$ cat config.mk
export PLATFORM = sky130hd
export DESIGN_NAME = keypad_scan_ctrl
export DESIGN_NICKNAME = d
export VERILOG_FILES = /design/src/rtl/keypad_scan_ctrl.sv
export SDC_FILE = /design/constraint.sdc
export NUM_CORES = 1
export LEC_CHECK = 0
export BUFFER_PORTS_ARGS = -buffer_cell sky130_fd_sc_hd__buf_2
export CAP_MARGIN = 10
export CORE_UTILIZATION = 54
export CTS_CLUSTER_SIZE = 16
export DETAILED_ROUTE_END_ITERATION = 7
export PLACE_DENSITY_LB_ADDON = 0.25
export SYNTH_ARGS = -nofsm -noshare
export SYNTH_HDL_FRONTEND = slang
export SYNTH_SLANG_ARGS = --single-unit
export TNS_END_PERCENT = 50
$ cat constraint.sdc
create_clock -name int_osc -period 2.25 [get_ports int_osc]
set_clock_uncertainty 0.05 [all_clocks]
set_input_delay 0.1125 -clock int_osc [delete_from_list [all_inputs] [get_ports int_osc]]
set_output_delay 0.1125 -clock int_osc [all_outputs]
set_load 0.1 [all_outputs]
$ cat src/rtl/keypad_scan_ctrl.sv
// keypad_scan_ctrl: 4x4 keypad row scanner with column sync,
// press/release debounce, one event per press and 2-digit history.
module keypad_scan_ctrl #(
  parameter int SCAN_DIV        = 16,
  parameter int DEBOUNCE_CYCLES = 65536
) (
  input  logic       int_osc,
  input  logic       reset,
  input  logic [3:0] col,
  output logic [3:0] r_sel,
  output logic [3:0] key_code,
  output logic       key_valid,
  output logic       key_held,
  output logic [3:0] digit_new,
  output logic [3:0] digit_old
);

  localparam int DW = $clog2(SCAN_DIV);
  localparam int CW = $clog2(DEBOUNCE_CYCLES);
  localparam logic [DW-1:0] DWELL_END = DW'(SCAN_DIV - 1);
  localparam logic [CW-1:0] CNT_END = CW'(DEBOUNCE_CYCLES - 1);

  typedef enum logic [1:0] {
    SCAN,
    DEBOUNCE,
    HELD,
    RELEASE
  } state_t;

  state_t        state_q, state_d;
  logic [1:0]    row_q, row_d;
  logic [DW-1:0] dwell_q, dwell_d;
  logic [CW-1:0] cnt_q, cnt_d;
  logic [3:0]    cap_q, cap_d;
  logic [3:0]    col_m_q, col_s_q;
  logic [3:0]    r_sel_q, r_sel_d;
  logic [3:0]    key_code_q, key_code_d;
  logic          key_valid_q, key_valid_d;
  logic          key_held_q, key_held_d;
  logic [3:0]    digit_new_q, digit_new_d;
  logic [3:0]    digit_old_q, digit_old_d;
  logic [3:0]    new_key;
  logic          one_hot;

  function automatic logic [3:0] encode(
    input logic [1:0] row,
    input logic [3:0] c
  );
    logic [3:0] code;
    code = 4'h0;
    case ({row, c})
      6'b00_0001: code = 4'h1;
      6'b00_0010: code = 4'h2;
      6'b00_0100: code = 4'h3;
      6'b00_1000: code = 4'hA;
      6'b01_0001: code = 4'h4;
      6'b01_0010: code = 4'h5;
      6'b01_0100: code = 4'h6;
      6'b01_1000: code = 4'hB;
      6'b10_0001: code = 4'h7;
      6'b10_0010: code = 4'h8;
      6'b10_0100: code = 4'h9;
      6'b10_1000: code = 4'hC;
      6'b11_0001: code = 4'hF;
      6'b11_0010: code = 4'h0;
      6'b11_0100: code = 4'hE;
      6'b11_1000: code = 4'hD;
      default:    code = 4'h0;
    endcase
    return code;
  endfunction

  always_comb begin
    state_d     = state_q;
    row_d       = row_q;
    dwell_d     = dwell_q;
    cnt_d       = cnt_q;
    cap_d       = cap_q;
    key_code_d  = key_code_q;
    key_valid_d = 1'b0;
    digit_new_d = digit_new_q;
    digit_old_d = digit_old_q;
    new_key     = encode(row_q, cap_q);
    one_hot     = (cap_q != 4'h0) &&
                  ((cap_q & (cap_q - 4'd1)) == 4'h0);
    unique case (state_q)
      SCAN: begin
        if (dwell_q == DWELL_END) begin
          dwell_d = '0;
          if (col_s_q == 4'h0) begin
            row_d = row_q + 2'd1;
          end else begin
            cap_d   = col_s_q;
            cnt_d   = '0;
            state_d = DEBOUNCE;
          end
        end else begin
          dwell_d = dwell_q + 1'b1;
        end
      end
      DEBOUNCE: begin
        if (col_s_q != cap_q) begin
          state_d = SCAN;
          dwell_d = '0;
        end else if (cnt_q == CNT_END) begin
          state_d = HELD;
          // multi-key chords land in HELD silently
          if (one_hot) begin
            key_valid_d = 1'b1;
            key_code_d  = new_key;
            digit_old_d = digit_new_q;
            digit_new_d = new_key;
          end
        end else begin
          cnt_d = cnt_q + 1'b1;
        end
      end
      HELD: begin
        if (col_s_q == 4'h0) begin
          cnt_d   = '0;
          state_d = RELEASE;
        end
      end
      RELEASE: begin
        if (col_s_q != 4'h0) begin
          state_d = HELD;
        end else if (cnt_q == CNT_END) begin
          state_d = SCAN;
          row_d   = row_q + 2'd1;
          dwell_d = '0;
        end else begin
          cnt_d = cnt_q + 1'b1;
        end
      end
      default: state_d = SCAN;
    endcase
    r_sel_d    = 4'b0001 << row_d;
    key_held_d = (state_d == HELD) || (state_d == RELEASE);
  end

  always_ff @(posedge int_osc or negedge reset) begin
    if (!reset) begin
      state_q     <= SCAN;
      row_q       <= 2'd0;
      dwell_q     <= '0;
      cnt_q       <= '0;
      cap_q       <= 4'h0;
      col_m_q     <= 4'h0;
      col_s_q     <= 4'h0;
      r_sel_q     <= 4'b0001;
      key_code_q  <= 4'h0;
      key_valid_q <= 1'b0;
      key_held_q  <= 1'b0;
      digit_new_q <= 4'h0;
      digit_old_q <= 4'h0;
    end else begin
      state_q     <= state_d;
      row_q       <= row_d;
      dwell_q     <= dwell_d;
      cnt_q       <= cnt_d;
      cap_q       <= cap_d;
      col_m_q     <= col;
      col_s_q     <= col_m_q;
      r_sel_q     <= r_sel_d;
      key_code_q  <= key_code_d;
      key_valid_q <= key_valid_d;
      key_held_q  <= key_held_d;
      digit_new_q <= digit_new_d;
      digit_old_q <= digit_old_d;
    end
  end

  assign r_sel     = r_sel_q;
  assign key_code  = key_code_q;
  assign key_valid = key_valid_q;
  assign key_held  = key_held_q;
  assign digit_new = digit_new_q;
  assign digit_old = digit_old_q;

endmodule

* Word level (Yosys, flattened, before mapping)
Memory sizes are Yosys's and may differ from the RTL's. A register that Yosys moved wholly into a read port is not among the register bits.
Index checks and enable logic that the tools add are counted.
** Word-level totals
- Input port bits :: 6
- Word-level logic and storage cells :: 77
- Memories kept :: 1
- Output and inout bits :: 18
- Register bits :: 46
- Bits in read-only memories :: 256
** Memory list
- (name not given) :: depth 64, width 4, rd ports 1, clocked after Yosys merged registers in 1, write ports 0, RTL line 51 : case ({row, c})
** Operators by class
- Shift operators :: 1
- Reduce and logical (&&, ||, !) cells :: 13
- Eq/ne operators :: 15
- Multiplexer cells :: 29
- Bitwise operators :: 3
- $add $sub $neg :: 4
** Operators with widths (number)
- 16-bit 2-to-1 mux :: 6
- 16-bit one-hot mux with 4 select lines :: 1
- 2-bit 2-to-1 mux :: 11
- 16-bit by 1-bit adder with 16-bit output, second input constant :: 1
- 16-bit equality test, second input constant :: 1
- 4-bit 2-to-1 mux :: 4
- 2-bit inequality test, second input constant :: 7
- 4-bit one-hot mux with 3 select lines :: 1
- 2-bit equality test, second input constant :: 4
- 4-bit zero test :: 2
- 2-bit one-hot mux with 4 select lines :: 1
- 4-bit AND reduction :: 2
- 4-bit nonzero test :: 2
- 5-bit AND reduction :: 1
- 4-bit by 1-bit adder with 4-bit output, second input constant :: 1
- 4-bit AND :: 1
- 4-bit equality test, second input constant :: 1
- 1-bit 2-to-1 mux :: 4
- 4-bit inequality test :: 1
- 2-bit one-hot mux with 2 select lines :: 1
- 1-bit by 2-bit left shift with 4-bit output, first input constant :: 1
- 4-bit by 1-bit subtractor with 4-bit output, second input constant :: 1
- 3-bit AND reduction :: 1
- 3-bit nonzero test :: 1
- 7 further kinds :: 8

* Longest topological paths before layout
- Depth in word-level cells :: 8
- Gate-level depth with buffers :: 9
- Gate-level depth less buffers :: 7

* Worst setup path after synthesis
Ideal clock, no wire load.
- Path kind :: reg-to-reg
- Start :: register with a tool-made name
- End :: register cnt_q[0]
- Stages on the path, launching flop included :: 8
- Period minus slack after synthesis :: 2.879 ns
- Data arrival time :: 2.704 ns
- Setup time :: 0.125 ns
- Path buffers :: 1
- Slack :: -0.629 ns
- Cells stage by stage :: dfrtp_1 -> ha_1 -> nand4_1 -> or4_2 -> a22oi_1 -> buf_2 -> nor3_1 -> mux2_2
** RTL lines
- end signal: assignment :: RTL line 160 : cnt_q <= cnt_d;
- end: declaration :: RTL line 33 : logic [CW-1:0] cnt_q, cnt_d;

* Final worst setup path
- Start :: register cnt_q[7]
- End :: register digit_new_q[3] (netlist: digit_new[3])
** Between the ends
- Word-level cells in the longest chain between the ends :: 2
** Ends and longest elaborated chain
- 16-bit equality test :: RTL line 105 : end else if (cnt_q == CNT_END) begin
- 4-bit AND reduction (no source line)
- end signal: assignment :: RTL line 168 : digit_new_q <= digit_new_d;
- end: declaration :: RTL line 40 : logic [3:0] digit_new_q, digit_new_d;
Every way passes these cells.
A chain may end at the register's enable or synchronous reset.

==> flow_metrics.py <==
metrics = {
    "place": {
        "port-buffer-count": 23,
        "dpl_cell_area_um2": 3230,
        "dpl.hpwl_um": 4220,
        "dp_slack_ns": 0.0314,
        "place_congestion": 0.846,
    },
    "routing": {
        "vias_per_cell": 5.91,
        "drcViolationCount": 0,
        "dr.pass1.iters": 4,
        "drtAntennaViolNets": 0,
        "via_count": 2399,
        "drtIter0Drc": 206,
        "routed_wire_length_per_instance_um": 15.2,
        "wl_um": 6170,
    },
    "grt": {
        "grt_max_degree": 50,
        "grt_pass1_vias": 2135,
        "antenna_found_initial": 0,
        "globalRouteTotalUtil_pct": 23.2,
        "gr-total-overflow": 0,
        "grt_pass1_wl_um": 9760,
    },
    "cts": {
        "cts_max_level": 2,
        "clk_latency_ns": 0.31,
        "clock-sinks": 49,
        "cts_tree": "built",
        "cts-root-buf": "clkbuf_8",
        "cts_max_path_buffers": 2,
        "numCtsBuffers": 5,
        "clkTransAtPathRegs_ns": 0.10,
    },
    "job": {
        "cap_violations": 0,
    },
    "yosys": {
        "ys_types": 61,
        "synth_edf_count": 0,
        "syn-cell-area_um2": 2820,
        "synth_flop_cell": "dfrtp_1",
        "synthCells": 278,
        "yosysWarnings": 0,
        "ys_seq_elements": 49,
        "avgSynthCellArea_um2": 10.1,
        "synth_top_area_cell": "dfrtp_1",
        "async_reset_ff_share_pct": 100,
        "synth_nets": 296,
        "synth_top_cell_area_share_pct": 42.6,
        "synthTopCellsByArea": "dfrtp_1 43%, ha_1 5.3%, mux2_4 4.3%",
        "ys_seq_area_share_pct": 43.5,
    },
    "final_layout": {
        "syn_to_final_growth_pct": 23.8,
        "nNetsFinal": 356,
        "design_area_um2": 3490,
        "antenna_cells": 0,
        "final_common_cell": "dfrtp_1",
        "layout_common_cells": "46 x dfrtp_1, 41 x buf_4, 23 x buf_2",
        "drive_gt1_share_pct": 33.9,
    },
    "timing": {
        "period_share_pct": 99.5,
        "fmax_mhz": 447,
        "slew_viol_final": 0,
        "finalCriticalPeriod_ns": 2.24,
        "relSlewSlack_pct": 60.2,
        "fin_ws_ns": 0.0119,
        "setup_viol": 0,
        "hold_viol": 0,
        "worst_pin_slew_ns": 0.597,
        "rsz0062_at_grt": "yes",
    },
    "critical_path": {
        "path_max_fanout": 8,
        "worstPathArrival_ns": 2.37,
        "required_ns": 2.39,
        "worstSetupEndpointType": "flop",
        "worst-setup-path-type": "flop to flop",
        "crit_path_start_kind": "flop",
    },
    "power": {
        "leakagePower_nw": 1.59,
        "p_clk_share_pct": 25.2,
        "pwr-share-comb_pct": 37.3,
        "pwr-share-seq_pct": 37.5,
        "cell_internal_pwr_w": 0.00191,
        "p_per_area_nw_per_um2": 840,
        "swShare_pct": 34.8,
        "peakVddDrop_v": 0.000595,
        "power_switching_w": 0.00102,
    },
    "floorplanning": {
        "die_h_um": 74.3,
        "row_count": 25,
        "io_pins": 24,
        "dieArea_um2": 5510,
        "core_um2": 4880,
        "start_util_pct": 57.8,
        "die_w_um": 74.3,
    },
    "run_status": {
        "run_status": "complete, no violations",
    },
    "worst_hold_path": {
        "hold_path_class": "flop to flop",
    },
}
-- synth_stat cells, types with 3 or more instances --
library cell	number
mux2_4	8
a21o_1	3
dfrtp_1	48
o21ai_0	19
nand3_1	10
buf_6	3
nand2b_1	3
nor2_1	9
or3_1	6
nand2_1	17
a22oi_1	3
nand4_1	7
ha_1	12
buf_4	7
nor3_1	5
clkbuf_1	4
or4_1	9
nor4_1	5
xor2_1	4
and3_1	3
or2_2	3
a21oi_1	23
mux2_2	4
o31ai_1	6
o41ai_1	3
inv_1	10
-- repair_timing --
| action | in CTS | in global routing |
|---|---|---|
| buffers inserted | 0 | 4 |
| hold buffers | 5 | 0 |
| gates resized for setup | 0 | 9 |
| hold endpoints to repair | 52 | 0 |
| endpoints found under the setup margin | 0 | 21 |
-- worst paths after layout --
path / endpoint / start / slack (ns) / depth (start not counted)
worst max-delay path: digit_new[3]$_DFFE_PN0P_ / cnt_q[7]$_DFFE_PN0P_ / 0.01 / 4
worst min-delay path: col_s_q[3]$_DFF_PN0_ / col_m_q[3]$_DFF_PN0_ / 0.30 / 0
worst max register to register: digit_new[3]$_DFFE_PN0P_ / cnt_q[7]$_DFFE_PN0P_ / 0.01 / 4
worst min register to register: col_s_q[3]$_DFF_PN0_ / col_m_q[3]$_DFF_PN0_ / 0.30 / 0
max in group asynchronous: asynchronous set/reset pin / reset / 1.33 / 3
min in group asynchronous: r_sel[2]$_DFF_PN0_ / reset / 0.37 / 3
-- state kept, by name, summed over array words and instances, names as in the netlist, named ones only --
| register | flops |
|---|---|
| row_q | 2 |
| r_sel | 4 |
| cap_q | 4 |
| col_m_q | 4 |
| col_s_q | 4 |
| dwell_q | 4 |
| key_valid | 1 |
| state_q | 1 |
| cnt_q | 16 |
| digit_new | 4 |
| digit_old | 4 |
-- power groups by stage --
| stage | Clock [W] | Combinational, W | Sequential, W |
|---|---|---|---|
| 2_1_floorplan | 0 | 0.000688 | 0.00119 |
| 3_3_place_gp | 0 | 0.00104 | 0.00110 |
| 3_5_place_dp | 0 | 0.00106 | 0.00111 |
| 4_1_cts | 0.000747 | 0.00108 | 0.00109 |
| 5_1_grt | 0.000777 | 0.00120 | 0.00111 |
| 6_report | 0.000738 | 0.00109 | 0.00110 |
-- per-stage QoR --
step	hold WS (ns)	util, %	TNS, ns	total power [W]	std cells
CTS	0.307	69.9	0	0.00292	402
finish	0.304	71.5	0	0.00293	406
floorplan	-0.233	-	-0.644	0.00188	278
global route	0.316	71.5	-0.202	0.00309	406
detailed placement	0.172	66.2	0	0.00217	389
global placement	0.170	66.2	0	0.00214	389
-- per-layer routing --
metal | part of all wire [%] | track usage (%)
met1 | 45 | 30.8
met2 | 48 | 38.9
met3 | 5.2 | 4.07
met4 | 1.7 | 7.34
met5 | 0 | 0
-- cells by family (layout without fill, tap and decap cells) --
logic type                 count (synthesis)  count (layout)  synth area share (%)
AOI/OAI and AO/OA                         75              75                  16.8
xor gates and xnor gates                   4               4                  1.24
adders and majority gates                 12              12                  5.33
buffers and inverters                     27              88                  5.46
DFF                                       49              49                  43.5
muxes                                     13              13                  6.21
and+or+nand+nor                           98              98                  21.4
-- worst max-delay path: stages, from the launching register on --
cell     delay (ns)
dfrtp_1        0.43
nand4_4        0.12
or4_4          0.53
or4_4          0.64
mux2_4         0.34
-- cell type report --
class,count,area (µm²)
Multi-Input combinational cell,202,1510
Fill cell,383,1390
Sequential cell,49,1230
Timing Repair Buffer,70,493
Tap cell,67,83.8
Clock buffer,5,68.8
Clock inverter,3,65.1
Inverter,10,37.5
No activity file was read; power rests on OpenSTA's default activity.
